<file path="src/rtl/pin_check_pkg.sv">
// Shared definitions for the PIN check controller: state encoding,
// PIN field widths and default window lengths in clock cycles.
package pin_check_pkg;

  typedef enum logic [2:0] {
    ST_WAIT_CFG = 3'd0,
    ST_IDLE     = 3'd1,
    ST_CHECK    = 3'd2,
    ST_OPEN     = 3'd3,
    ST_FAIL     = 3'd4,
    ST_LOCKOUT  = 3'd5
  } pin_state_e;

  localparam int PIN_A_W = 4;
  localparam int PIN_B_W = 3;

  localparam int DEF_MAX_ATTEMPTS   = 3;
  localparam int DEF_OPEN_CYCLES    = 250_000_000;
  localparam int DEF_FAIL_CYCLES    = 50_000_000;
  localparam int DEF_LOCKOUT_CYCLES = 1_500_000_000;

  // Larger of two window lengths; sizes the shared timer.
  function automatic int max2(input int a, input int b);
    return (a > b) ? a : b;
  endfunction

endpackage

</file>
<file path="src/rtl/pin_cycle_timer.sv">
// Loadable down-counter shared by the timed states. Loading N makes
// Expired pulse for one cycle exactly N cycles later (on the N-th cycle
// after the load edge), so a state entered on the load edge lasts N cycles.
module pin_cycle_timer #(
  parameter int W = 8
) (
  input  logic         Clk,
  input  logic         Reset,
  input  logic         Load,
  input  logic         Clear,
  input  logic [W-1:0] Load_Value,
  output logic         Expired
);

  logic [W-1:0] count_reg;

  // Count down to zero and rest there; Clear parks the counter at zero.
  always_ff @(posedge Clk) begin
    if (Reset || Clear) begin
      count_reg <= '0;
    end else if (Load) begin
      count_reg <= Load_Value;
    end else if (count_reg != '0) begin
      count_reg <= count_reg - 1'b1;
    end
  end

  // The last counted cycle is the one where the counter holds 1.
  assign Expired = (count_reg == W'(1));

endmodule

</file>
<file path="src/rtl/pin_check_controller.sv">
// PIN entry sequencer: waits for the stored PIN, captures an entry on each
// Enter rising edge, and opens, flags a wrong entry, or locks out.
// Optional macro PIN_CHECK_LOCKOUT_TIMER_EN: when defined, LOCKOUT ends
// after LOCKOUT_CYCLES and attempts reload; otherwise LOCKOUT is terminal.
module pin_check_controller
  import pin_check_pkg::*;
#(
  parameter int MAX_ATTEMPTS   = DEF_MAX_ATTEMPTS,
  parameter int OPEN_CYCLES    = DEF_OPEN_CYCLES,
  parameter int FAIL_CYCLES    = DEF_FAIL_CYCLES,
  parameter int LOCKOUT_CYCLES = DEF_LOCKOUT_CYCLES,
  localparam int AW = $clog2(MAX_ATTEMPTS + 1)
) (
  input  logic               Clk,
  input  logic               Reset,
  input  logic               Config_Done,
  input  logic [PIN_A_W-1:0] A_Pin,
  input  logic [PIN_B_W-1:0] B_Pin,
  input  logic               Enter,
  input  logic [PIN_A_W-1:0] Switches_A_Pin,
  input  logic [PIN_B_W-1:0] Switches_B_Pin,
  input  logic               Relock,
  output logic               Unlocked,
  output logic               Error,
  output logic               Locked_Out,
  output logic [AW-1:0]      Attempts_Left,
  output logic [2:0]         State
);

`ifdef PIN_CHECK_LOCKOUT_TIMER_EN
  localparam int MAX_WIN = max2(max2(OPEN_CYCLES, FAIL_CYCLES), LOCKOUT_CYCLES);
`else
  localparam int MAX_WIN = max2(OPEN_CYCLES, FAIL_CYCLES);
`endif
  localparam int TW = $clog2(MAX_WIN + 1);
  localparam logic [AW-1:0] ATTEMPTS_FULL = AW'(MAX_ATTEMPTS);

  pin_state_e         state_reg, state_next;
  logic [AW-1:0]      attempts_reg, attempts_next;
  logic [PIN_A_W-1:0] entry_a_reg;
  logic [PIN_B_W-1:0] entry_b_reg;
  logic               enter_old_reg;
  logic               enter_rising;
  logic               capture;
  logic               timer_load;
  logic               timer_clear;
  logic [TW-1:0]      timer_value;
  logic               timer_expired;

  assign enter_rising = Enter && !enter_old_reg;

  pin_cycle_timer #(.W(TW)) u_timer (
    .Clk        (Clk),
    .Reset      (Reset),
    .Load       (timer_load),
    .Clear      (timer_clear),
    .Load_Value (timer_value),
    .Expired    (timer_expired)
  );

  // State, attempt counter, entry capture and Enter edge history.
  always_ff @(posedge Clk) begin
    if (Reset) begin
      state_reg     <= ST_WAIT_CFG;
      attempts_reg  <= ATTEMPTS_FULL;
      entry_a_reg   <= '0;
      entry_b_reg   <= '0;
      enter_old_reg <= 1'b0;
    end else begin
      state_reg     <= state_next;
      attempts_reg  <= attempts_next;
      enter_old_reg <= Enter;
      if (capture) begin
        entry_a_reg <= Switches_A_Pin;
        entry_b_reg <= Switches_B_Pin;
      end
    end
  end

  // Next-state, attempt bookkeeping and timer control.
  always_comb begin
    state_next    = state_reg;
    attempts_next = attempts_reg;
    capture       = 1'b0;
    timer_load    = 1'b0;
    timer_value   = '0;
    if (!Config_Done) begin
      // Losing the stored PIN overrides everything else.
      state_next    = ST_WAIT_CFG;
      attempts_next = ATTEMPTS_FULL;
    end else begin
      case (state_reg)
        ST_WAIT_CFG: state_next = ST_IDLE;
        ST_IDLE: begin
          if (enter_rising) begin
            capture    = 1'b1;
            state_next = ST_CHECK;
          end
        end
        ST_CHECK: begin
          timer_load = 1'b1;
          if ({entry_a_reg, entry_b_reg} == {A_Pin, B_Pin}) begin
            attempts_next = ATTEMPTS_FULL;
            state_next    = ST_OPEN;
            timer_value   = TW'(OPEN_CYCLES);
          end else if (attempts_reg > AW'(1)) begin
            attempts_next = attempts_reg - 1'b1;
            state_next    = ST_FAIL;
            timer_value   = TW'(FAIL_CYCLES);
          end else begin
            // Last allowed attempt used (saturate at zero).
            attempts_next = '0;
            state_next    = ST_LOCKOUT;
`ifdef PIN_CHECK_LOCKOUT_TIMER_EN
            timer_value   = TW'(LOCKOUT_CYCLES);
`endif
          end
        end
        ST_OPEN: begin
          if (timer_expired || Relock) state_next = ST_IDLE;
        end
        ST_FAIL: begin
          if (timer_expired) state_next = ST_IDLE;
        end
        ST_LOCKOUT: begin
`ifdef PIN_CHECK_LOCKOUT_TIMER_EN
          if (timer_expired) begin
            state_next    = ST_IDLE;
            attempts_next = ATTEMPTS_FULL;
          end
`endif
        end
        default: state_next = ST_WAIT_CFG;
      endcase
    end
    // Park the timer whenever the next state is not a timed one, so an
    // early exit (Relock, Config_Done drop) leaves no stale count behind.
    timer_clear = !timer_load &&
                  !(state_next inside {ST_OPEN, ST_FAIL, ST_LOCKOUT});
  end

  assign Unlocked      = (state_reg == ST_OPEN);
  assign Error         = (state_reg == ST_FAIL);
  assign Locked_Out    = (state_reg == ST_LOCKOUT);
  assign Attempts_Left = attempts_reg;
  assign State         = state_reg;

endmodule

</file>
<file path="config.mk">
export PLATFORM = sky130hd
export DESIGN_NAME = pin_check_controller
export DESIGN_NICKNAME = d
export VERILOG_FILES = /design/src/rtl/pin_check_pkg.sv /design/src/rtl/pin_cycle_timer.sv /design/src/rtl/pin_check_controller.sv
export SDC_FILE = /design/constraint.sdc
export NUM_CORES = 1
export LEC_CHECK = 0
export BUFFER_PORTS_ARGS = -buffer_cell sky130_fd_sc_hd__buf_4
export CAP_MARGIN = 20
export CORE_ASPECT_RATIO = 0.8
export CORE_MARGIN = 2
export CORE_UTILIZATION = 60
export CTS_CLUSTER_SIZE = 14
export DETAILED_ROUTE_END_ITERATION = 10
export PLACE_DENSITY = 0.83
export SLEW_MARGIN = 20
export SYNTH_ARGS = -nofsm -noshare
export SYNTH_HDL_FRONTEND = slang
export SYNTH_SLANG_ARGS = --single-unit
</file>
<file path="constraint.sdc">
create_clock -name Clk -period 4.73 [get_ports Clk]
set_input_delay 0.2365 -clock Clk [delete_from_list [all_inputs] [get_ports Clk]]
set_output_delay 0.2365 -clock Clk [all_outputs]
set_load 0.03 [all_outputs]
</file>
* Yosys cells after proc, flatten, opt, wreduce, memory -nomap -nowiden
Index checks and enable logic that the tools add are counted.
** Cells by class
- Add/subtract/negate cells :: 2
- Order comparisons :: 1
- Eq/ne operators :: 10
- Muxes and demuxes :: 20
- Bitwise logic cells :: 1
- Reductions and logical operators :: 12
** Operators with widths (count)
- 2-to-1 mux 28 bit :: 5
- equality test 28 x 1 -> 1 bit (second input constant) :: 1
- nonzero test 28 bit :: 1
- subtractor 28 x 1 -> 28 bit (second input constant) :: 1
- 2-to-1 mux 26 bit :: 1
- case mux 3 bit (6 select lines) :: 1
- 2-to-1 mux 3 bit :: 5
- equality test 3 bit (second input constant) :: 4
- equality test 3 x 2 -> 1 bit (second input constant) :: 3
- equality test 7 bit :: 1
- 2-to-1 mux 1 bit :: 6
- 2-to-1 mux 2 bit :: 2
- equality test 3 x 1 -> 1 bit (second input constant) :: 1
- logical NOT 1 bit :: 3
- logical NOT 3 bit :: 1
- nonzero test 3 bit :: 1
- > comparator 2 x 1 -> 1 bit (second input constant) :: 1
- logical AND 1 bit :: 2
- logical OR 1 bit :: 2
- nonzero test 2 bit :: 1
- OR reduction 2 bit :: 1
- subtractor 2 x 1 -> 2 bit (second input constant) :: 1
- NOT 1 bit :: 1
** Word-level totals
- Bits in registers :: 41
- Input bits :: 19
- Logic and storage cells :: 52

* Longest topological paths before layout
- Depth after elaboration :: 10
- Mapped depth :: 7
- Depth with buffers taken out :: 6

* Cells and area by module
Synthesis repeated with hierarchy kept, for this count alone.
** Unflattened totals
- Cell total of the unflattened synthesis :: 286
- Area total of the unflattened synthesis :: 2374.8 µm²
** By module, submodules not included
- pin_cycle_timer :: times used 1, cells an instance 204, area an instance 1687.9 µm², sequential area each 560.5 µm²
- pin_check_controller :: times used 1, cells an instance 82, area an instance 686.9 µm², sequential area each 260.2 µm²

* Worst setup path before layout
OpenSTA, ideal clock, no wires.
- Kind :: register to register
- From :: register state_reg[0] (netlist: State[0])
- To :: register entry_a_reg[0]
- Arrival :: 1837 ps
- Required time :: 4603 ps
- Setup slack :: 2766 ps
- Cell stages (with the launch flop) :: 6
- Clock period less this slack :: 1964 ps
- Path through :: dfxtp_1 inv_1 nor4b_1 nand3_1 mux2i_1 nor2_1
** On the way
- Longest elaborated chain between the ends :: 3
** RTL lines
- start, declared :: line pin_check_controller.sv:38 : pin_state_e state_reg, state_next;
- start signal, assigned :: line pin_check_controller.sv:70 : state_reg <= state_next;
- equality test 3 x 1 -> 1 bit :: line pin_check_controller.sv:92 : case (state_reg)
- 2-to-1 mux 1 bit :: line pin_check_controller.sv:92
- 2-to-1 mux 1 bit :: line pin_check_controller.sv:87 : if (!Config_Done) begin
- end signal, assigned :: line pin_check_controller.sv:74 : entry_a_reg <= Switches_A_Pin;
- end, declared :: line pin_check_controller.sv:40 : logic [PIN_A_W-1:0] entry_a_reg;
Every way passes these cells.
A chain may end at the register's enable or synchronous reset.

* Final worst setup path
- From :: register state_reg[1] (netlist: State[1])
- To :: register u_timer.count_reg[27]
** On the way
- Longest elaborated chain between the ends :: 8
** RTL lines
- equality test 3 bit, or another cell as far along :: line pin_check_controller.sv:92
- case mux 3 bit (6 select lines) :: line pin_check_controller.sv:92
- 2-to-1 mux 3 bit :: line pin_check_controller.sv:87
- equality test 3 x 2 -> 1 bit or equality test 3 bit (tied branches) :: line pin_check_controller.sv:139 : !(state_next inside {ST_OPEN, ST_FAIL, ST_LOCKOUT});
- nonzero test 3 bit :: line pin_check_controller.sv:139
- logical NOT 1 bit :: line pin_check_controller.sv:139
- logical AND 1 bit :: line pin_check_controller.sv:138 : timer_clear = !timer_load &&
- logical OR 1 bit :: line pin_cycle_timer.sv:19 : if (Reset || Clear) begin
- end signal, assigned :: line pin_cycle_timer.sv:22 : count_reg <= Load_Value;
- end signal, assigned :: line pin_cycle_timer.sv:24 : count_reg <= count_reg - 1'b1;
- end, declared :: line pin_cycle_timer.sv:15 : logic [W-1:0] count_reg;
Several ways; a longest one is shown, not always the timed one.

==> key figures <==
Clock tree
  • Clock buffers created by TritonCTS: 5
  • H-tree level count: 2
  • Hold buffer count at cts: 0
  • Post_cts resized: 0
  • Clock transition at path regs: 0.08 ns
  • CTS max path bufs: 2
  • CTS tree: done
  • CTS sink count: 41
  • # Post-CTS Setup Buffers: 0
  • Clock latency on the worst-skew pair: 0.30 ns
  • Root Buffer: clkbuf_8

Critical path
  • Critical path arrival: 2.81 ns
  • CP startpoint: State[1]
  • RR Startpoint: State[1]
  • R2R cell count: 6
  • CP required: 4.94 ns
  • Crit path launch type: flip-flop
  • Crit Path Class: flip-flop to flip-flop
  • Setup crit end kind: flip-flop
  • Critical path fanouts, max: 21

Drt
  • Detailed Route WL: 5.899 mm
  • 1st-pass router iterations: 5
  • Initial DRC Count: 139
  • DR WL/cell: 16.30 µm
  • Total number of vias: 2,341
  • DRT antenna net count: 0
  • DRC viols: 0
  • Via density per instance: 6.467

STA
  • Fmax: 383.4 MHz
  • # setup viols final: 0
  • Slew Limit Fails: 0
  • RSZ-0062 raised after global routing: no
  • Worst slew pin tran: 0.8648 ns
  • Final hold violations: 0
  • Period utilization: 0.5515
  • Setup TNS: 0 ns
  • Clk_skew: 0.005125 ns
  • Minimum clock period: 2.609 ns
  • Final Worst Setup Slack: 2.121 ns
  • Slew HR: 0.4174

Final layout
  • Diode count: 0
  • Multi-input combinational cell area: 1530 µm²
  • Register area: 820.8 µm²
  • Share of layout cells above drive strength 1: 0.1694
  • Fillers: 287
  • Max FFs per register: 28
  • Area Overhead vs Synth: 14.85%
  • Nets: 328

GRT
  • Initial antenna violation count: 0
  • Vias in the first global route: 2,034
  • First-pass GRT wire length: 9.694 mm
  • GRT Total Usage: 0.2751
  • Largest net degree at the start of global routing: 22
  • Grt ovf: 0

Floorplanning
  • Row count: 20
  • Die area: 4571 µm²
  • Initial Utilization: 0.6337
  • Die X-Extent: 75.10 µm
  • Chip height: 60.88 µm
  • I/O pins: 27
  • Core area: 3829 µm²

Min path
  • Worst hold start: Enter
  • HP Class: primary input to flip-flop
  • Hold Path Stages: 2

Placement
  • Dpl ws: 2.210 ns
  • GP Congestion: 0.9057
  • Port Buffers: 26
  • Final HPWL from detailed placement: 4.245 mm

Synthesis
  • Post-synth EDFFs: 0
  • Post-synthesis register bit count: 41
  • Cell Area, Synth: 2426 µm²
  • Mean Syn Cell Area: 8.573 µm²
  • Top_reg_cell synth: dfxtp_1
  • Synth unique cells: 56
  • Gate Count Post-Synth: 283
  • Syn nets: 305
  • Synth warn: 0
  • FFs w/ async S/R, synth: 0
  • Seq/Total Area, Yosys: 0.3383

Power
  • Sw frac: 0.2007
  • Comb power frac: 0.048
  • NetSw: 0.1442 mW
  • Internal: 0.5740 mW
  • Clock share of power: 0.466
  • VDD IR max: 226.0 µV
  • PwrDens: 257.7 nW/µm²
  • Leakage power: 1.156 nW
  • Sequential share of power: 0.486

Run
  • Max-Cap Viols: 0

Run status
  • Status: finished clean
metal layers:
layer | vias up | share of wire | global-route usage | wire length [µm]
li1 | 1133 | - | - | -
met1 | 1130 | 0.48 | 0.3925 | 2851
met2 | 67 | 0.45 | 0.4348 | 2657
met3 | 11 | 0.056 | 0.04817 | 332
met4 | 0 | 0.0097 | 0.06633 | 57
met5 | - | 0 | 0 | 0
power by group through the flow:
| stage | registers (mW) | clock network, mW | logic, mW |
|---|---|---|---|
| floorplan | 0.358 | 0 | 0.0157 |
| global placement | 0.357 | 0 | 0.0332 |
| CTS | 0.349 | 0.339 | 0.0342 |
| detailed placement | 0.357 | 0 | 0.0340 |
| finish | 0.349 | 0.335 | 0.0341 |
| global route | 0.350 | 0.349 | 0.0373 |
logic make-up after synthesis:
logic type                 Yosys count  synth area share
AOI/OAI and AO/OA                   66            0.1965
adders and majority gates            3           0.01547
buffers and inverters               18           0.03094
and+or+nand+nor                    132            0.3316
muxes                                8           0.03301
DFF                                 41            0.3383
xor gates and xnor gates            15           0.05415
cell usage after synthesis (all sizes together), types with 5 or more instances:
| cell | number | area share |
|---|---|---|
| a311oi | 5 | 0.023 |
| nand4 | 10 | 0.026 |
| a211oi | 9 | 0.030 |
| xor2 | 5 | 0.018 |
| mux2i | 8 | 0.033 |
| nor2b | 6 | 0.015 |
| buf | 5 | 0.011 |
| or4 | 6 | 0.022 |
| dfxtp | 41 | 0.34 |
| or3 | 10 | 0.026 |
| inv | 6 | 0.0093 |
| nand2 | 17 | 0.026 |
| a21oi | 12 | 0.026 |
| nand3 | 8 | 0.017 |
| and2 | 5 | 0.013 |
| a31oi | 6 | 0.015 |
| nor2 | 20 | 0.031 |
| xnor2 | 10 | 0.036 |
| nor3 | 15 | 0.035 |
| o21ai | 14 | 0.029 |
| nor4 | 12 | 0.048 |
| clkbuf | 7 | 0.011 |
stage by stage:
| stage | instance area [µm²] | std cells | total power [mW] | hold slack [ns] | util |
|---|---|---|---|---|---|
| 2_1_floorplan | 2426 | 283 | 0.3741 | 0.3647 | - |
| 3_3_place_gp | 2653 | 354 | 0.3905 | 0.4640 | 0.6928 |
| 3_5_place_dp | 2653 | 354 | 0.3913 | 0.4698 | 0.6928 |
| 4_1_cts | 2786 | 362 | 0.7220 | 0.1683 | 0.7278 |
| 5_1_grt | 2786 | 362 | 0.7358 | 0.1851 | 0.7278 |
| 6_report | 2786 | 362 | 0.7182 | 0.1614 | 0.7278 |
critical path: stages, from the launching register on:
cell and delay (ns):
dfxtp_1 0.47, nor3b_1 0.56, nand2_1 0.59, a22oi_1 0.31, o21ai_0 0.12, buf_4 0.18, nor4b_1 0.28
placed cells by master (no fill, tap or decap), types with 10 or more instances in the layout:
cell,Yosys,routed
xnor2_1,10,10
buf_4,1,28
nand2_1,17,17
or3_1,10,10
a21oi_1,11,11
nand4_1,10,10
nor2_1,20,20
o21ai_0,13,13
nor3_1,13,13
dfxtp_1,41,41
path summary, 6_finish.rpt:
path,end,slack [ns]
setup / recovery,u_timer.count_reg[27],2.12
hold / removal,enter_old_reg,0.16
setup reg to reg,u_timer.count_reg[27],2.12
hold reg to reg,u_timer.count_reg[16],0.51
final cells by class:
| type | count | share of cell area |
|---|---|---|
| clock buffers | 5 | 0.02470 |
| clock inverters | 3 | 0.02335 |
| inverters | 6 | 0.008083 |
| multi-input cells | 224 | 0.5492 |
| flip-flops and latches | 41 | 0.2946 |
| well taps | 55 | 0.02470 |
| repair buffers | 28 | 0.07544 |
Note: power is estimated with default switching activity, not from simulation.
